<file path="config.mk">
export PLATFORM = sky130hd
export DESIGN_NAME = clk_div_100ms
export DESIGN_NICKNAME = d
export VERILOG_FILES = /design/src/rtl/clk_div_100ms.sv
export SDC_FILE = /design/constraint.sdc
export NUM_CORES = 1
export LEC_CHECK = 0
export CAP_MARGIN = 15
export CORE_MARGIN = 1
export CORE_UTILIZATION = 49
export CTS_CLUSTER_DIAMETER = 80
export DETAILED_ROUTE_END_ITERATION = 7
export GPL_TIMING_DRIVEN = 0
export PLACE_DENSITY = 0.75
export SLEW_MARGIN = 40
export SYNTH_ARGS = -nofsm -noshare
export SYNTH_HDL_FRONTEND = slang
export SYNTH_SLANG_ARGS = --single-unit
export TNS_END_PERCENT = 100
</file>
<file path="constraint.sdc">
create_clock -name clk -period 2.21 [get_ports clk]
set_clock_uncertainty 0.2 [all_clocks]
set_input_delay 0.3315 -clock clk [delete_from_list [all_inputs] [get_ports clk]]
set_output_delay 0.3315 -clock clk [all_outputs]
set_load 0.01 [all_outputs]
</file>
<file path="src/rtl/clk_div_100ms.sv">
`default_nettype none
// ============================================================================
// Module   : clk_div_100ms
// Brief    : Free-running 32-bit cycle counter plus a 50%-duty game-update
//            square wave with a one-cycle tick on each rising edge.
// Revision : 1.0 - initial release
// ============================================================================
module clk_div_100ms #(
    parameter int CLK_FREQ_HZ = 100_000_000,
    parameter int PERIOD_MS   = 100
) (
    input  logic        clk,
    input  logic        rst,
    output logic [31:0] clk_div,
    output logic        clk_100ms,
    output logic        tick_100ms
);

    localparam int HALF_CNT = CLK_FREQ_HZ / 1000 * PERIOD_MS / 2;
    // A one-cycle half period still needs a 1-bit counter to stay legal.
    localparam int HC_W = (HALF_CNT > 1) ? $clog2(HALF_CNT) : 1;
    localparam logic [HC_W-1:0] C_HC_MAX = HC_W'(HALF_CNT - 1);
    localparam logic [HC_W-1:0] C_HC_ONE = HC_W'(1);

    logic [31:0]     r_clk_div;
    logic [HC_W-1:0] r_hc;
    logic            r_clk_100ms;
    logic            r_tick;
    logic            w_half_done;

    assign w_half_done = (r_hc == C_HC_MAX);

    always_ff @(posedge clk) begin
        if (rst) begin
            r_clk_div   <= 32'd0;
            r_hc        <= '0;
            r_clk_100ms <= 1'b0;
            r_tick      <= 1'b0;
        end else begin
            r_clk_div <= r_clk_div + 32'd1;
            if (w_half_done) begin
                r_hc        <= '0;
                r_clk_100ms <= ~r_clk_100ms;
            end else begin
                r_hc <= r_hc + C_HC_ONE;
            end
            r_tick <= w_half_done & ~r_clk_100ms;
        end
    end

    assign clk_div    = r_clk_div;
    assign clk_100ms  = r_clk_100ms;
    assign tick_100ms = r_tick;

endmodule
`default_nettype wire

</file>
---- Yosys cells after proc, flatten, opt, wreduce, memory -nomap -nowiden ----
Cells that the tools add are included.
storage, ports and cells
  bits in registers ....................... 57
  input port bits ......................... 2
cells by class
  add/subtract/negate cells ............... 2
  equal/unequal tests ..................... 1
  bitwise gates (word level) .............. 2
  reductions and logical operators ........ 1
operator list
  kind                   count
  $add 32x1->32 const B  1
  $add 23x1->23 const B  1
  $eq 23x23->1 const B   1
  $reduce_or 2->1        1
  $and 1x1->1            1
  $not 1->1              1

---- Longest topological paths before layout ----
Gate-level depths: netlist of the first run.
  depth after elaboration ................. 2
  mapped depth ............................ 6

---- Worst setup path before layout of the first run ----
Ideal clock, no wire load.
  kind .................................... register -> register
  start point ............................. register r_clk_div[0] (netlist: clk_div[0])
  end point ............................... register r_clk_div[22] (netlist: clk_div[22])
  setup time .............................. 70 ps
  data arrival time ....................... 2028 ps
  data required time ...................... 1940 ps
  path slack .............................. -87 ps
  stages on the path, launching flop included .. 7
  path buffers ............................ 1
  cells stage by stage .................... dfxtp_1 ha_1 nand4_1 or4_1 buf_2 or4_1 a21oi_1
between the ends
  word-level cells in the longest chain between the ends .. 1
RTL lines
  item                    line  RTL
  from (decl)             25    logic [31:0] r_clk_div;
  from (signal assigned)  40    r_clk_div <= r_clk_div + 32'd1;
  $add 32x1->32           40
Every way passes these cells.
A chain may end at the register's enable or synchronous reset.

---- Worst setup path in the final report of the first run ----
  start point ............................. register r_hc[6]
  end point ............................... register r_hc[0]
between the ends
  word-level cells in the longest chain between the ends .. 2
RTL lines
  item                              line  RTL
  from (decl)                       26    logic [HC_W-1:0] r_hc;
  from (signal assigned)            45    r_hc <= r_hc + C_HC_ONE;
  $eq 23x23->1                      31    assign w_half_done = (r_hc == C_HC_MAX);
  $reduce_or 2->1 (no source line)  -
Every way passes these cells.

==> results of run 1 <==
## per-stage QoR
stage / TNS (ps) / power (mW) / utilization [%] / setup WS (ps)
floorplan: 0 / 1.111 / - / 25.41
global placement: -3476 / 1.134 / 59.99 / -182.5
detailed placement: -4252 / 1.136 / 59.99 / -183.1
CTS: 0 / 2.102 / 65.07 / 1.437
global route: -274.6 / 2.165 / 66.45 / -36.37
finish: 0 / 2.081 / 66.45 / 48.75
## Yosys cell counts (all sizes together)
cell type  count  area, um^2
dfxtp         57        1141
nor2          38       142.6
a21oi         22       110.1
nand4         19       133.9
nand3         18       95.09
nand2         16       60.06
xnor2         16       140.1
o21ai         13       65.06
or3           12       80.08
inv           11       41.29
or4           10       75.07
nor3           8       45.04
xor2           8       70.07
buf            7       40.03
nor2b          7       43.79
nor4           7       43.79
and4           6       53.80
mux2           6       67.56
o31ai          5       37.54
and3           4       25.02
a31o           3       26.28
clkbuf         3       21.27
ha             2       25.02
nand4b         2       17.52
or4b           2       20.02
a21bo          1       10.01
nand3b         1       7.510
o21bai         1       11.26
## final cells by class
class / count / share of cell area (%)
clock inverter: 3 / 1.165
inverter: 11 / 1.201
buffer: 9 / 2.111
clock buffer: 12 / 4.514
timing repair buffer: 39 / 11.07
tap: 70 / 2.548
multi-input combinational: 227 / 43.47
sequential: 57 / 33.93
## layout by cell type (no fill, tap or decap), types with 5 or more instances in the layout
cell type        netlist  layout
nor4_1                 7       5
dfxtp_1               57      41
nor2b_1                7       7
nand2_1               16      16
inv_1                 11      11
mux2_2                 6       6
buf_4                  0       5
a21oi_1               22      21
clkdlybuf4s50_1        0      35
xnor2_1               16      16
nor3_1                 7       7
or3_1                  8       6
nand4_1               18      18
nand3_1               17      16
o21ai_0               13      13
xor2_1                 8       8
nor2_1                38      38
or4_1                 10       8
clkbuf_8               1      12
and4_1                 5       5
dfxtp_2                0      14
o31ai_1                5       5
## registers in the layout (all words and copies together), names as in the netlist
register,flops
clk_100ms,1
tick_100ms,1
r_hc,23
clk_div,32
## cells by family (layout without fill, tap and decap cells)
logic type,Yosys count,after routing
AO/OA/AOI/OAI,45,45
XOR/XNOR,24,24
adder cells (fa/ha/maj),2,2
buffers and inverters,21,74
flip-flops,57,57
multiplexers,6,6
AND/OR/NAND/NOR,150,150
## power groups by stage
stage / combinational [mW] / sequential, mW / clock (mW)
2_1_floorplan: 0.0374 / 1.07 / 0
3_3_place_gp: 0.0614 / 1.07 / 0
3_5_place_dp: 0.0623 / 1.07 / 0
4_1_cts: 0.0718 / 1.05 / 0.982
5_1_grt: 0.0837 / 1.05 / 1.03
6_report: 0.0763 / 1.05 / 0.954
## path summary, 6_finish.rpt
check,endpoint,slack (ps),cells past startpoint
setup / recovery,r_hc[0],50,5
hold / removal,tick_100ms,280,1
setup reg to reg,r_hc[0],50,5
hold reg to reg,tick_100ms,280,1
## per-layer routing
layer | track usage, % | vias to the layer above | part of all wire [%]
met2 | 33.73 | 37 | 48
met3 | 4.894 | 13 | 2.7
met1 | 26.62 | 1124 | 47
met4 | 12.14 | 0 | 2.2
met5 | 0 | - | 0
li1 | - | 1213 | -
## repair_timing
| item | 4_1_cts | 5_1_grt |
|---|---|---|
| gates cloned | 0 | 0 |
| buffers inserted | 3 | 1 |
| pin swaps | 0 | 5 |
| gates resized for setup | 13 | 21 |
| setup endpoints to repair | 30 | 31 |
==> run metrics, run 1 <==
Tmin final=2161 ps; Root Buffer=clkbuf_8; Row Count=26; Non-Filler Instances=between 400 and 500; Worst path max stage delay=580 ps; fin area=around 3400 um^2; worst reg2reg startpoint=r_hc[6]; placed cells=410; Die H=75.54 um; pwr dens=605.5 nW/um^2; area grow syn2layout=29.70%; final hold slack=283.4 ps; Crit path required time=between 2000 and 2500 ps; crit end category=register; Int Pwr=1.646 mW; IO Count=36; Synth Area in Adders=less than 1%; initial antenna violation count=0; Clock Sinks=57; maximum VDD drop=0.0005532 V; Vias=2387; routed wire length=slightly below 6 mm; die area=between 5000 and 6000 um^2; Worst Path Max Fanout=10; Slew Viols, Final=0; Synth Net Count=309; Simple-Gate Fraction of Synth Area=31.82%; logic gate share of total power=3.7%; relative slew slack=around 60%; cell chain of the critical path=or4b_1, or3_4, o21bai_4, buf_6, nor2_1; post-synthesis register bit count=between 50 and 60; YS warnings=0; Storage cell area=between 1000 and 1500 um^2; critical path launch point type=register; Max H-tree Level=3; Post-DRT Antenna Nets=0; largest net degree at the start of global routing=11; synthesized area=2650 um^2; GRT Util Overall=a little over a fifth; CTS tree=done; Net Sw Power=0.4351 mW; first-pass GRT wire length=9.066 mm; type of the worst min-delay path=register to register; Tcrit/Tclk final=97.79%; Fillers=428; area taken by multi-input logic gates=roughly 1500 um^2; ant diodes=0; Seq pwr share=50.5%; Synth Area in Compound Gates=roughly a tenth; Worst Path Arrival=2180 ps; Clock power frac=45.9%; XOR/XNOR share of the synthesized area=7.932%; Final nets=358; Bufs and invs on worst path=1; fmax=462.7 MHz; Clock Path Buffers=2; # setup viols final=0; Starting Density=about half; residual DRC count=0; CP Launch Point=r_hc[6]; Sw Share=a little over a fifth; Core Area=approximately 5200 um^2; path type of the worst setup path=register to register; RSZ-0062 raised after global routing=yes; largest family of logic cells by synthesized area=simple AND/OR/NAND/NOR gates; Hold Fails Final Rpt=0; vias per cell=5.577; TritonCTS Buffers=9; DP Wirelength=3.942 mm; Synth Area per Inst=8.689 um^2; Iter 0 DRT Violations=67; Worst Tran Pin Value=577.6 ps; I/O Buffers=35; hold_sp=clk_100ms; Final GP Congestion=between 0.8 and 0.9; Max stage delay cell, worst path=or4b_1; DRT Pass-1 Iters=4; number of global-route vias before repair=~2000; wire per inst=13.47 um; Synth cell types=36; global route overflow=0; sequential area share after synthesis=43.06%; Die Wd=75.54 um; clk slew on worst S/H paths=60 ps; multiplexer area fraction after synthesis=2.550%; dpl cell area=between 3000 and 4000 um^2; share of cells above drive strength 1=19.55%; status=finished clean; Syn Inst Count=just over 300; hold bufs inserted after CTS=0; leakage=about 1.1 nW; Clk Latency, worst-skew pair=~330 ps; crit-path leading delay family=simple AND/OR/NAND/NOR gates; Max-Cap Viols=0
Note: power is estimated with default switching activity, not from simulation.
==> run 2, diff against run 1 <==
--- a/config.mk
+++ b/config.mk
@@ -6,7 +6,8 @@
 export NUM_CORES = 1
 export LEC_CHECK = 0
 export CAP_MARGIN = 15
-export CORE_MARGIN = 1
+export CORE_ASPECT_RATIO = 1.2
+export CORE_MARGIN = 5
 export CORE_UTILIZATION = 49
 export CTS_CLUSTER_DIAMETER = 80
 export DETAILED_ROUTE_END_ITERATION = 7
==> run 2 against run 1 <==
Compared with the run above:
- cell count shrank 0.93%
- power grew 2.6%
- sequential power hardly changed
- global-route usage down 3.5 points
- count of clock-buffer cells in the layout increased by 2
- first-iteration DRC count rose to 2.7 times the previous value
- critical endpoint is now clk_div[22]
==> run metrics, run 2 (synthesized netlist as in run 1, its figures left out) <==
status=finished clean; maximum VDD drop=0.0004481 V; clk slew on worst S/H paths=60 ps; GRT Util Overall=17.76%; routed wire length=6.172 mm; placed cells=roughly 400; TritonCTS Buffers=9; Worst Path Max Fanout=8; logic gate share of total power=3.3%; Slew Viols, Final=0; post-layout util=between 60% and 70%; Die Wd=77.14 um; Final nets=around 360; Max H-tree Level=3; Starting Density=50.37%; Reg2Reg Depth=5; R2R Setup Slk=40 ps; Die H=90.56 um; RR Endpoint=clk_div[22]; # setup viols final=0; Root Buffer=clkbuf_8; Sw Share=approximately a fifth; fmax=between 400 and 500 MHz; Net Sw Power=between 0.4 and 0.5 mW; I/O Buffers=35; path type of the worst setup path=register to register; Clk Latency, worst-skew pair=~340 ps; critical path launch point type=register; Clock Sinks=57; Worst Path Arrival=about 2200 ps; leakage=1.124 nW; largest net degree at the start of global routing=11; Non-Filler Instances=424; IO Count=36; Crit path required time=2280 ps; DRT Pass-1 Iters=5; worst reg2reg startpoint=clk_div[10]; initial antenna violation count=0; most frequent cells in the layout=nor2_1 (38), dfxtp_1 (36), clkdlybuf4s50_1 (35); Tcrit/Tclk final=98.34%; Row Count=29; first-pass GRT wire length=~10 mm; final hold slack=256.5 ps; Post-DRT Antenna Nets=0; Max-Cap Viols=0; Seq pwr share=a little under 50%; commonest non-fill, non-tap cell in the layout=nor2_1; Iter 0 DRT Violations=179; type of the worst min-delay path=register to register; relative slew slack=~60%; area grow syn2layout=31.30%; max reg flops=32; residual DRC count=0; crit path to=clk_div[22]; Hold Fails Final Rpt=0; hold bufs inserted after CTS=0; vias per cell=5.731; number of global-route vias before repair=2250; Vias=2430; CTS tree=done; ant diodes=0; Clock power frac=47.5%; Tmin final=2173 ps; pwr dens=613.9 nW/um^2; Clock Path Buffers=2; wire per inst=14.56 um; Final GP Congestion=0.8296; DP Wirelength=roughly 4.2 mm; die area=6985 um^2; Int Pwr=1.681 mW; share of cells above drive strength 1=21.27%; CP Launch Point=clk_div[10]; Worst Tran Pin Value=581.9 ps; global route overflow=0; crit end category=register; Core Area=between 5000 and 6000 um^2
[run 2: stage by stage]
step	TNS [ps]	power (mW)	setup slack, ps	area [um^2]
after floorplan	0	1.111	25.41	2665
after global placement	-3725	1.135	-178.2	3093
after detailed placement	-4590	1.139	-243.4	3093
after CTS	0	2.146	10.45	3366
after global routing	-15.23	2.224	-15.23	3480
final	0	2.136	36.78	3480
[run 2: metal layers]
| layer | GRT usage (%) | vias up | part of all wire (%) |
|---|---|---|---|
| met5 | 0 | - | 0 |
| met4 | 7.450 | 0 | 1.8 |
| met3 | 6.487 | 11 | 4.5 |
| met2 | 30.69 | 59 | 53 |
| met1 | 19.25 | 1147 | 41 |
| li1 | - | 1213 | - |
[run 2: worst min path at each step]
stage / cells past startpoint / endpoint / start
floorplan: 1 / r_hc[0] / r_hc[0]
global placement: 1 / tick_100ms / clk_100ms
detailed placement: 1 / tick_100ms / clk_100ms
CTS: 1 / tick_100ms / clk_100ms
global route: 1 / r_hc[0] / r_hc[0]
finish: 1 / tick_100ms / clk_100ms
[run 2: layout make-up]
| cell class | instances | area (um^2) |
|---|---|---|
| multi-input combinational | 227 | 1496 |
| fill | 454 | 1782 |
| timing repair buffer | 41 | 395.4 |
| buffer | 10 | 81.33 |
| inverter | 11 | 41.29 |
| tap | 62 | 77.57 |
| clock buffer | 14 | 172.7 |
| sequential | 57 | 1180 |
| clock inverter | 2 | 35.03 |
[run 2: critical path, stage by stage (launching register included)]
cell and delay (ps):
dfxtp_4 370, nand4_1 220, or4_1 540, buf_6 150
or4_1 460, a21oi_1 150
[run 2: power groups by stage]
stage / combinational, mW / clock, mW / sequential, mW
global placement: 0.0616 / 0 / 1.07
detailed placement: 0.0653 / 0 / 1.07
floorplan: 0.0374 / 0 / 1.07
finish: 0.0713 / 1.01 / 1.05
global route: 0.0798 / 1.09 / 1.05
CTS: 0.0698 / 1.03 / 1.05
[run 2: what timing repair did]
item | 4_1_cts | 5_1_grt
resized for setup | 14 | 31
endpoints found under the setup margin | 30 | 40
pin swaps | 1 | 4
buffers inserted | 3 | 3
==> run 3, diff against run 2 <==
--- a/config.mk
+++ b/config.mk
@@ -11,6 +11,7 @@
 export CORE_UTILIZATION = 49
 export CTS_CLUSTER_DIAMETER = 80
 export DETAILED_ROUTE_END_ITERATION = 7
+export GPL_ROUTABILITY_DRIVEN = 0
 export GPL_TIMING_DRIVEN = 0
 export PLACE_DENSITY = 0.75
 export SLEW_MARGIN = 40
==> results of run 3 <==
No change in the layout: final DEF, timing and power equal those of run 2.
